**src/rtl/pc_redirect_ctrl.sv**
```systemverilog
// pc_redirect_ctrl: sequences EXE control-flow redirects (JAL/JALR/taken branch) into fetch with flush/squash
//   in : clk, rst_n (async, active low), exe_valid, stall_exe, opcode_exe, branch_taken,
//        pc_jump (branch/JAL target), alu_result (JALR target), if_ready (fetch accepts PC)
//   out: pc_redirect, pc_target, flush_if_id, flush_id_exe, misalign_exc, redirect_busy, redirect_count
module pc_redirect_ctrl #(
  parameter int DATA_W    = 32,
  parameter int FETCH_LAT = 1,
  parameter int CNT_W     = 32
) (
  input  logic              clk,
  input  logic              rst_n,
  input  logic              exe_valid,
  input  logic              stall_exe,
  input  logic [6:0]        opcode_exe,
  input  logic              branch_taken,
  input  logic [DATA_W-1:0] pc_jump,
  input  logic [DATA_W-1:0] alu_result,
  input  logic              if_ready,
  output logic              pc_redirect,
  output logic [DATA_W-1:0] pc_target,
  output logic              flush_if_id,
  output logic              flush_id_exe,
  output logic              misalign_exc,
  output logic              redirect_busy,
  output logic [CNT_W-1:0]  redirect_count
);
  localparam logic [6:0] OP_JAL    = 7'b1101111;
  localparam logic [6:0] OP_JALR   = 7'b1100111;
  localparam logic [6:0] OP_BRANCH = 7'b1100011;
  typedef enum logic [1:0] {IDLE, HOLD, SQUASH} state_t;
  // Squash counter preload and the state entered once fetch takes the redirect.
  localparam logic [2:0] SQ_INIT = FETCH_LAT > 0 ? 3'(FETCH_LAT - 1) : 3'd0;
  localparam state_t     AFTER   = FETCH_LAT > 0 ? SQUASH : IDLE;
  state_t state, state_nx;
  logic [DATA_W-1:0] held, held_nx, target, tgt;
  logic [2:0] sq, sq_nx;
  logic [CNT_W-1:0] cnt;
  logic is_jalr, req, redir, f_if, f_ie, mis, acc;
  assign is_jalr = opcode_exe == OP_JALR;
  assign req = exe_valid & ~stall_exe & (state == IDLE) &
               (opcode_exe == OP_JAL | is_jalr | (opcode_exe == OP_BRANCH & branch_taken));
  assign target = is_jalr ? {alu_result[DATA_W-1:1], 1'b0} : pc_jump;
  always_comb begin
    state_nx = state;
    held_nx  = held;
    sq_nx    = sq;
    redir    = 1'b0;
    tgt      = '0;
    f_if     = 1'b0;
    f_ie     = 1'b0;
    mis      = 1'b0;
    acc      = 1'b0;
    case (state)
      IDLE: if (req) begin
        tgt = target;
        if (target[1]) mis = 1'b1;
        else begin
          redir    = 1'b1;
          f_if     = 1'b1;
          f_ie     = 1'b1;
          acc      = if_ready;
          held_nx  = target;
          sq_nx    = SQ_INIT;
          state_nx = if_ready ? AFTER : HOLD;
        end
      end
      HOLD: begin
        redir    = 1'b1;
        tgt      = held;
        f_if     = 1'b1;
        f_ie     = 1'b1;
        acc      = if_ready;
        sq_nx    = SQ_INIT;
        state_nx = if_ready ? AFTER : HOLD;
      end
      SQUASH: begin
        f_if     = 1'b1;
        sq_nx    = sq == 3'd0 ? 3'd0 : sq - 3'd1;
        state_nx = sq == 3'd0 ? IDLE : SQUASH;
      end
      default: state_nx = IDLE;
    endcase
  end
  always_ff @(posedge clk or negedge rst_n)
    if (!rst_n) begin
      state <= IDLE;
      held  <= '0;
      sq    <= '0;
      cnt   <= '0;
    end else begin
      state <= state_nx;
      held  <= held_nx;
      sq    <= sq_nx;
      cnt   <= cnt + CNT_W'(acc);
    end
  // Combinational outputs are gated so everything reads 0 while reset is held.
  assign pc_redirect    = rst_n & redir;
  assign pc_target      = rst_n ? tgt : '0;
  assign flush_if_id    = rst_n & f_if;
  assign flush_id_exe   = rst_n & f_ie;
  assign misalign_exc   = rst_n & mis;
  assign redirect_busy  = rst_n & (state != IDLE);
  assign redirect_count = cnt;
endmodule

```
**config.mk**
```make
export PLATFORM = sky130hd
export DESIGN_NAME = pc_redirect_ctrl
export DESIGN_NICKNAME = d
export VERILOG_FILES = /design/src/rtl/pc_redirect_ctrl.sv
export SDC_FILE = /design/constraint.sdc
export NUM_CORES = 1
export LEC_CHECK = 0
export ABC_AREA = 1
export BUFFER_PORTS_ARGS = -buffer_cell sky130_fd_sc_hd__buf_2
export CAP_MARGIN = 5
export CORE_UTILIZATION = 55
export DETAILED_ROUTE_END_ITERATION = 16
export PLACE_DENSITY_LB_ADDON = 0.08
export SYNTH_ARGS = -nofsm -noshare
export SYNTH_HDL_FRONTEND = slang
export SYNTH_SLANG_ARGS = --single-unit
```
**constraint.sdc**
```tcl
create_clock -name clk -period 7.3 [get_ports clk]
set_input_delay 0 -clock clk [delete_from_list [all_inputs] [get_ports clk]]
set_output_delay 0 -clock clk [all_outputs]
set_load 0.01 [all_outputs]
```
==> results.py, run 1 <==
metrics = {
    "logic_synthesis": {
        "synth_cell_types": 26,
        "postSynthCellCount": 598,
        "synth_most_common_cell": "nand2_1",
        "seq_area_frac_synth_pct": 40.8,
        "synth_area_leader_cell": "dfrtp_1",
        "ys_warn_count": 0,
        "yosys-top-cells-area": "dfrtp_1, nand2_1, nand4_1",
        "ys_top_cells_by_count": "nand2_1, dfrtp_1, a21oi_1",
        "ys.flop_type": "dfrtp_1",
        "netlist.area_leader.share_pct": 40.8,
        "synth_area_um2": 4170,
        "async_reset_ff_share_pct": 100,
        "synth_fp_nets": 684,
        "synth_edf_count": 0,
        "synth-seq-cells": 68,
        "syn_avg_cell_area_um2": 6.97,
    },
    "route": {
        "viasPerCell": 5.21,
        "drt_first_pass_iters": 4,
        "drcViolationCount": 0,
        "ant_nets": 0,
        "wl_per_cell_um": 13.3,
        "dr.first_iter.drc_count": 238,
        "drt_wl_total_um": 11200,
        "vias": 4379,
    },
    "power_and_ir_drop": {
        "p_total_uw": 931,
        "switching_share_pct": 30.4,
        "switchingPower_uw": 283,
        "power_frac_clock_pct": 34.5,
        "pwr-share-comb_pct": 20.1,
        "power_frac_seq_pct": 45.5,
        "powerDensity_nw_per_um2": 179,
        "peakVddDrop_uv": 101,
        "power.internal_uw": 648,
        "leakage_uw": 0.00286,
    },
    "sta": {
        "tns_ns": 0,
        "worst_hold_slack_ns": 0.00450,
        "fin_skew_ns": 0.00509,
        "worst_pin_slew_ns": 1.19,
        "max-slew-margin-rel_pct": 20.8,
        "hold_viol": 0,
        "slew_viol_final": 0,
        "period_minus_slack_ns": 3.55,
        "rsz0062_at_grt": "false",
        "finalSetupViolCount": 0,
        "min_period_over_period_pct": 48.6,
        "max_freq_ghz": 0.282,
    },
    "finish": {
        "seq_area_um2": 1700,
        "multi_input_area_um2": 2190,
        "fin_nets": 823,
        "area_delta_synth_final_pct": 24.7,
        "final_util_pct": 71.3,
        "antenna_cells": 0,
        "drive_gt1_share_pct": 23.3,
        "n_fill_cell": 675,
    },
    "placed_design": {
        "dp_hpwl_um": 7530,
        "port_buffers": 144,
        "gp_congestion": 0.873,
    },
    "grt": {
        "first_global_vias": 4057,
        "grt-ovfl-total": 0,
        "grt_max_degree": 71,
        "track_usage_pct": 29.1,
        "grt_pass1_wl_um": 17900,
        "antenna_found_initial": 0,
    },
    "clock_tree": {
        "htreeDepth": 3,
        "cts.sinks": 68,
        "cts_buffer_depth": 2,
        "cts_tree": "yes",
        "root_buffer": "clkbuf_8",
        "post_cts_buffers": 0,
        "clock_latency_ns": 0.34,
        "cts_buffers": 9,
        "clkTransAtPathRegs_ns": 0.07,
    },
    "die": {
        "initial_utilization_pct": 57.2,
        "num_rows": 31,
        "die_h_um": 89.1,
        "core_um2": 7290,
        "dieArea_um2": 7930,
        "die_w_um": 89.1,
        "io_pins": 146,
    },
    "run": {
        "drv_cap": 0,
    },
    "critical_path": {
        "worstSetupPathType": "register to register",
        "critPathLaunchType": "register",
        "cp-end-kind": "register",
        "worstPathRequired_ns": 7.53,
        "arrival_ns": 3.78,
        "crit_fanout": 33,
    },
    "outcome": {
        "status": "finished clean",
    },
    "hold_path": {
        "hp-class": "input port to register",
    },
}
==> placed cells by master, fill, tap and decap left out, types with 2 or more instances in the layout <==
| master | n |
|---|---|
| dfrtp_1 | 68 |
| ha_1 | 9 |
| nand2_1 | 283 |
| buf_4 | 4 |
| nor3_1 | 13 |
| dlygate4sd3_1 | 9 |
| nand4_1 | 32 |
| buf_2 | 144 |
| nor2_2 | 2 |
| clkbuf_8 | 11 |
| a21oi_1 | 38 |
| clkinv_2 | 2 |
| xnor2_1 | 11 |
| nor2_1 | 30 |
| nand3b_1 | 4 |
| inv_1 | 35 |
| or2_2 | 2 |
| nand3_1 | 17 |
| xor2_1 | 17 |
==> final cells by class <==
class                   count  area share, %
well taps                  99           2.38
inverters                  36           2.60
multi-input cells         465           42.2
clock buffers              12           2.98
repair buffers            157           16.2
clock inverters             4          0.915
flip-flops and latches     68           32.7
==> worst max-delay path, stage by stage (launching register included) <==
cell and delay, ns:
dfrtp_1 0.43, inv_1 0.12, ha_1 0.95, or2_2 0.27, nand2_1 0.08, a21oi_1 0.15, ha_1 0.21, ha_1 0.19
nand3_1 0.12, nor2_1 0.25, nand2_1 0.19, nor2_2 0.21, nand3_1 0.11, xor2_1 0.15
==> power by group through the flow <==
| stage | clock, uW | combinational [uW] | sequential, uW |
|---|---|---|---|
| after floorplan | 0 | 109 | 430 |
| after global placement | 0 | 176 | 428 |
| after detailed placement | 0 | 181 | 430 |
| after CTS | 324 | 188 | 423 |
| after global routing | 341 | 212 | 426 |
| final | 321 | 187 | 423 |
==> cell families after synthesis <==
group / Yosys count / share of synthesized area [%]
DFF: 68 / 40.8
xor gates and xnor gates: 28 / 5.88
buffers and inverters: 65 / 6.54
and+or+nand+nor: 388 / 39.3
adders and majority gates: 9 / 2.70
AOI/OAI and AO/OA: 40 / 4.80
==> metrics by stage <==
stage	worst slack, ns	area (um2)	std cells
finish	3.75	5200	841
global route	3.41	5200	841
CTS	3.73	5200	841
detailed placement	3.81	4910	816
global placement	3.86	4910	816
floorplan	4.50	4170	598
==> registers in the layout, summed over array words and instances (netlist names) <==
name,count
state,2
redirect_count,32
sq,3
held,31
==> per-layer routing <==
metal  track usage (%)  part of all wire [%]
met5                 0                     0
met1              35.7                    42
met3              4.43                   6.5
met2              51.0                    49
met4              12.6                   2.2
==> worst paths after layout <==
path | start | to | slack, ns | cells past startpoint
max | state[1]$_DFFE_PN0P_ | redirect_count[22]$_DFF_PN0_ | 3.75 | 13
min | alu_result[7] | held[7]$_DFFE_PN0P_ | 0.004 | 5
max reg2reg | state[1]$_DFFE_PN0P_ | redirect_count[22]$_DFF_PN0_ | 3.75 | 13
min reg2reg | redirect_count[31]$_DFF_PN0_ | redirect_count[31]$_DFF_PN0_ | 0.46 | 1
max in group asynchronous | rst_n | redirect_count[12]$_DFF_PN0_ | 6.31 | 3
min in group asynchronous | rst_n | sq[2]$_DFFE_PN0P_ | 0.41 | 3
==> what timing repair did <==
| item | CTS | global route |
|---|---|---|
| hold buffers | 9 | 0 |
| resized for setup | 0 | 0 |
| endpoints found under the hold margin | 74 | 0 |
No activity file was read; power rests on OpenSTA's default activity.
==> run 2: changes to the inputs <==
Settings changed: CORE_UTILIZATION 55 to 51.
Clock period 7.3 ns to 3.6 ns, I/O delays scaled along.
==> run 2 against run 1 <==
Core utilization down 2.8 points. Register-to-register slack worse by 3.1 ns. Die area up 7.7%. Wire length down 0.61%. Total power up 110%. Combinational power up 110%. Clock skew up 0.0092 ns. Sequential share of layout area down 0.92 points. Setup slack worse by 3.1 ns.
==> results.py, run 2 (synthesized netlist as in run 1, its figures left out) <==
metrics = {
    "outcome": {
        "status": "finished clean",
    },
    "placed_design": {
        "dp_hpwl_um": 7680,
        "dp_slack_ns": 0.708,
        "port_buffers": 144,
        "post_dp_cell_area_um2": 4930,
        "gp_congestion": 0.903,
    },
    "route": {
        "wl_per_cell_um": 13.0,
        "dr.first_iter.drc_count": 212,
        "drcViolationCount": 0,
        "vias": 4355,
        "drt_first_pass_iters": 5,
        "viasPerCell": 5.08,
        "drt_wl_total_um": 11100,
        "ant_nets": 0,
    },
    "sta": {
        "finalSetupViolCount": 0,
        "max-slew-margin-rel_pct": 29.5,
        "tns_ns": 0,
        "slew_viol_final": 0,
        "hold_viol": 0,
        "rsz0062_at_grt": "false",
        "min_period_over_period_pct": 80.9,
        "fin_skew_ns": 0.0143,
        "setup_slack_ns": 0.689,
        "max_freq_ghz": 0.344,
        "worst_pin_slew_ns": 1.06,
        "period_minus_slack_ns": 2.91,
    },
    "finish": {
        "layout_commonest_cell": "nand2_1",
        "largest_reg_flops": 32,
        "antenna_cells": 0,
        "final_util_pct": 68.5,
        "fin_nets": 837,
        "drive_gt1_share_pct": 23.3,
        "stdcell_area_um2": 5350,
        "layout_common_cells": "nand2_1, buf_2, dfrtp_1, a21oi_1, inv_1",
        "area_delta_synth_final_pct": 28.3,
    },
    "clock_tree": {
        "clock_latency_ns": 0.35,
        "cts.sinks": 68,
        "cts_tree": "yes",
        "clkTransAtPathRegs_ns": 0.08,
        "cts_buffer_depth": 2,
        "post_cts_buffers": 0,
        "root_buffer": "clkbuf_8",
        "cts_buffers": 9,
        "htreeDepth": 3,
    },
    "critical_path": {
        "crit_fanout": 6,
        "crit_cells": 14,
        "cp_top_family": "simple AND/OR/NAND/NOR gates",
        "reg2regPathDepth": 14,
        "rrSetupSlack_ns": 0.69,
        "worstPathRequired_ns": 3.84,
        "cp-end-kind": "register",
        "endpoint": "redirect_count[22]$_DFF_PN0_",
        "critPathBufInv": 1,
        "worstSetupPathType": "register to register",
        "rr_endpoint": "redirect_count[22]$_DFF_PN0_",
        "cp_cell_sequence": "inv_1 -> ha_1 -> nand3b_1 -> nor2_4 -> nand3_4 -> a21oi_1 -> ha_1 -> ha_1 -> nand3_1 -> nor2_1 -> nand2_1 -> nor2_2 -> nand3_1 -> xor2_1",
        "crit_path_start": "state[1]$_DFFE_PN0P_",
        "cpMostUsedCell": "ha_1",
        "critPathMaxStageDelay_ns": 0.43,
        "critPathLaunchType": "register",
        "arrival_ns": 3.15,
        "regToRegStartpoint": "state[1]$_DFFE_PN0P_",
        "cpMaxStageDelayCell": "dfrtp_1",
    },
    "die": {
        "dieArea_um2": 8540,
        "initial_utilization_pct": 53.4,
        "num_rows": 32,
        "die_h_um": 92.4,
        "core_um2": 7810,
        "io_pins": 146,
        "die_w_um": 92.4,
    },
    "hold_path": {
        "hp-class": "input port to register",
    },
    "grt": {
        "track_usage_pct": 27.5,
        "grt_pass1_wl_um": 18700,
        "grt-ovfl-total": 0,
        "grt_max_degree": 63,
        "antenna_found_initial": 0,
        "first_global_vias": 4130,
    },
    "power_and_ir_drop": {
        "switching_share_pct": 29.5,
        "switchingPower_uw": 575,
        "power.internal_uw": 1380,
        "powerDensity_nw_per_um2": 365,
        "power_frac_seq_pct": 44.1,
        "pwr-share-comb_pct": 20.1,
        "p_total_uw": 1950,
        "power_frac_clock_pct": 35.9,
        "leakage_uw": 0.00293,
        "peakVddDrop_uv": 243,
    },
    "run": {
        "drv_cap": 0,
    },
}
## run 2: repair_timing
action	in CTS	in global routing
hold buffers	20	0
hold endpoints to repair	43	0
gates resized for setup	0	0
## run 2: worst register-to-register path, cell delays in order (launching register included)
cell and delay, ns:
dfrtp_1 0.43, inv_1 0.13, ha_1 0.33, nand3b_1 0.17
nor2_4 0.14, nand3_4 0.07, a21oi_1 0.15, ha_1 0.20
ha_1 0.20, nand3_1 0.13, nor2_1 0.22, nand2_1 0.19
nor2_2 0.21, nand3_1 0.11, xor2_1 0.15
## run 2: routing by layer
| layer | vias to the layer above | share of wire, % | GRT usage [%] |
|---|---|---|---|
| met4 | 0 | 1.5 | 9.24 |
| met3 | 15 | 6.4 | 4.52 |
| li1 | 2204 | - | - |
| met2 | 168 | 48 | 45.8 |
| met1 | 1968 | 44 | 36.3 |
| met5 | - | 0 | 0 |
## run 2: power by group through the flow
stage | combinational, uW | clock, uW | sequential (uW)
6_report | 392 | 699 | 859
5_1_grt | 443 | 744 | 865
4_1_cts | 393 | 709 | 859
3_5_place_dp | 375 | 0 | 873
3_3_place_gp | 360 | 0 | 868
2_1_floorplan | 222 | 0 | 872
## run 2: metrics by stage
| step | hold WS [ns] | instances |
|---|---|---|
| finish | 0.00487 | 858 |
| CTS | 0.000247 | 858 |
| floorplan | -0.296 | 598 |
| global route | 0.0210 | 858 |
| global placement | 0.0935 | 822 |
| detailed placement | 0.0907 | 822 |
## run 2: area by class of cell
cell class | instances | area [um2]
Timing Repair Buffer | 171 | 973
Multi-Input combinational cell | 465 | 2190
Tap cell | 102 | 128
Sequential cell | 68 | 1700
Clock buffer | 11 | 141
Clock inverter | 5 | 75.1
Fill cell | 704 | 2460
Inverter | 36 | 135
## run 2: worst min-delay path by stage
stage	startpoint	slack, ns	depth (start not counted)	to
4_1_cts	pc_jump[10]	0.0002	5	held[10]$_DFFE_PN0P_
3_3_place_gp	rst_n	0.09	1	sq[2]$_DFFE_PN0P_
2_1_floorplan	rst_n	-0.30	0	held[0]$_DFFE_PN0P_
6_report	pc_jump[10]	0.005	5	held[10]$_DFFE_PN0P_
5_1_grt	pc_jump[3]	0.02	5	held[3]$_DFFE_PN0P_
3_5_place_dp	rst_n	0.09	1	sq[2]$_DFFE_PN0P_
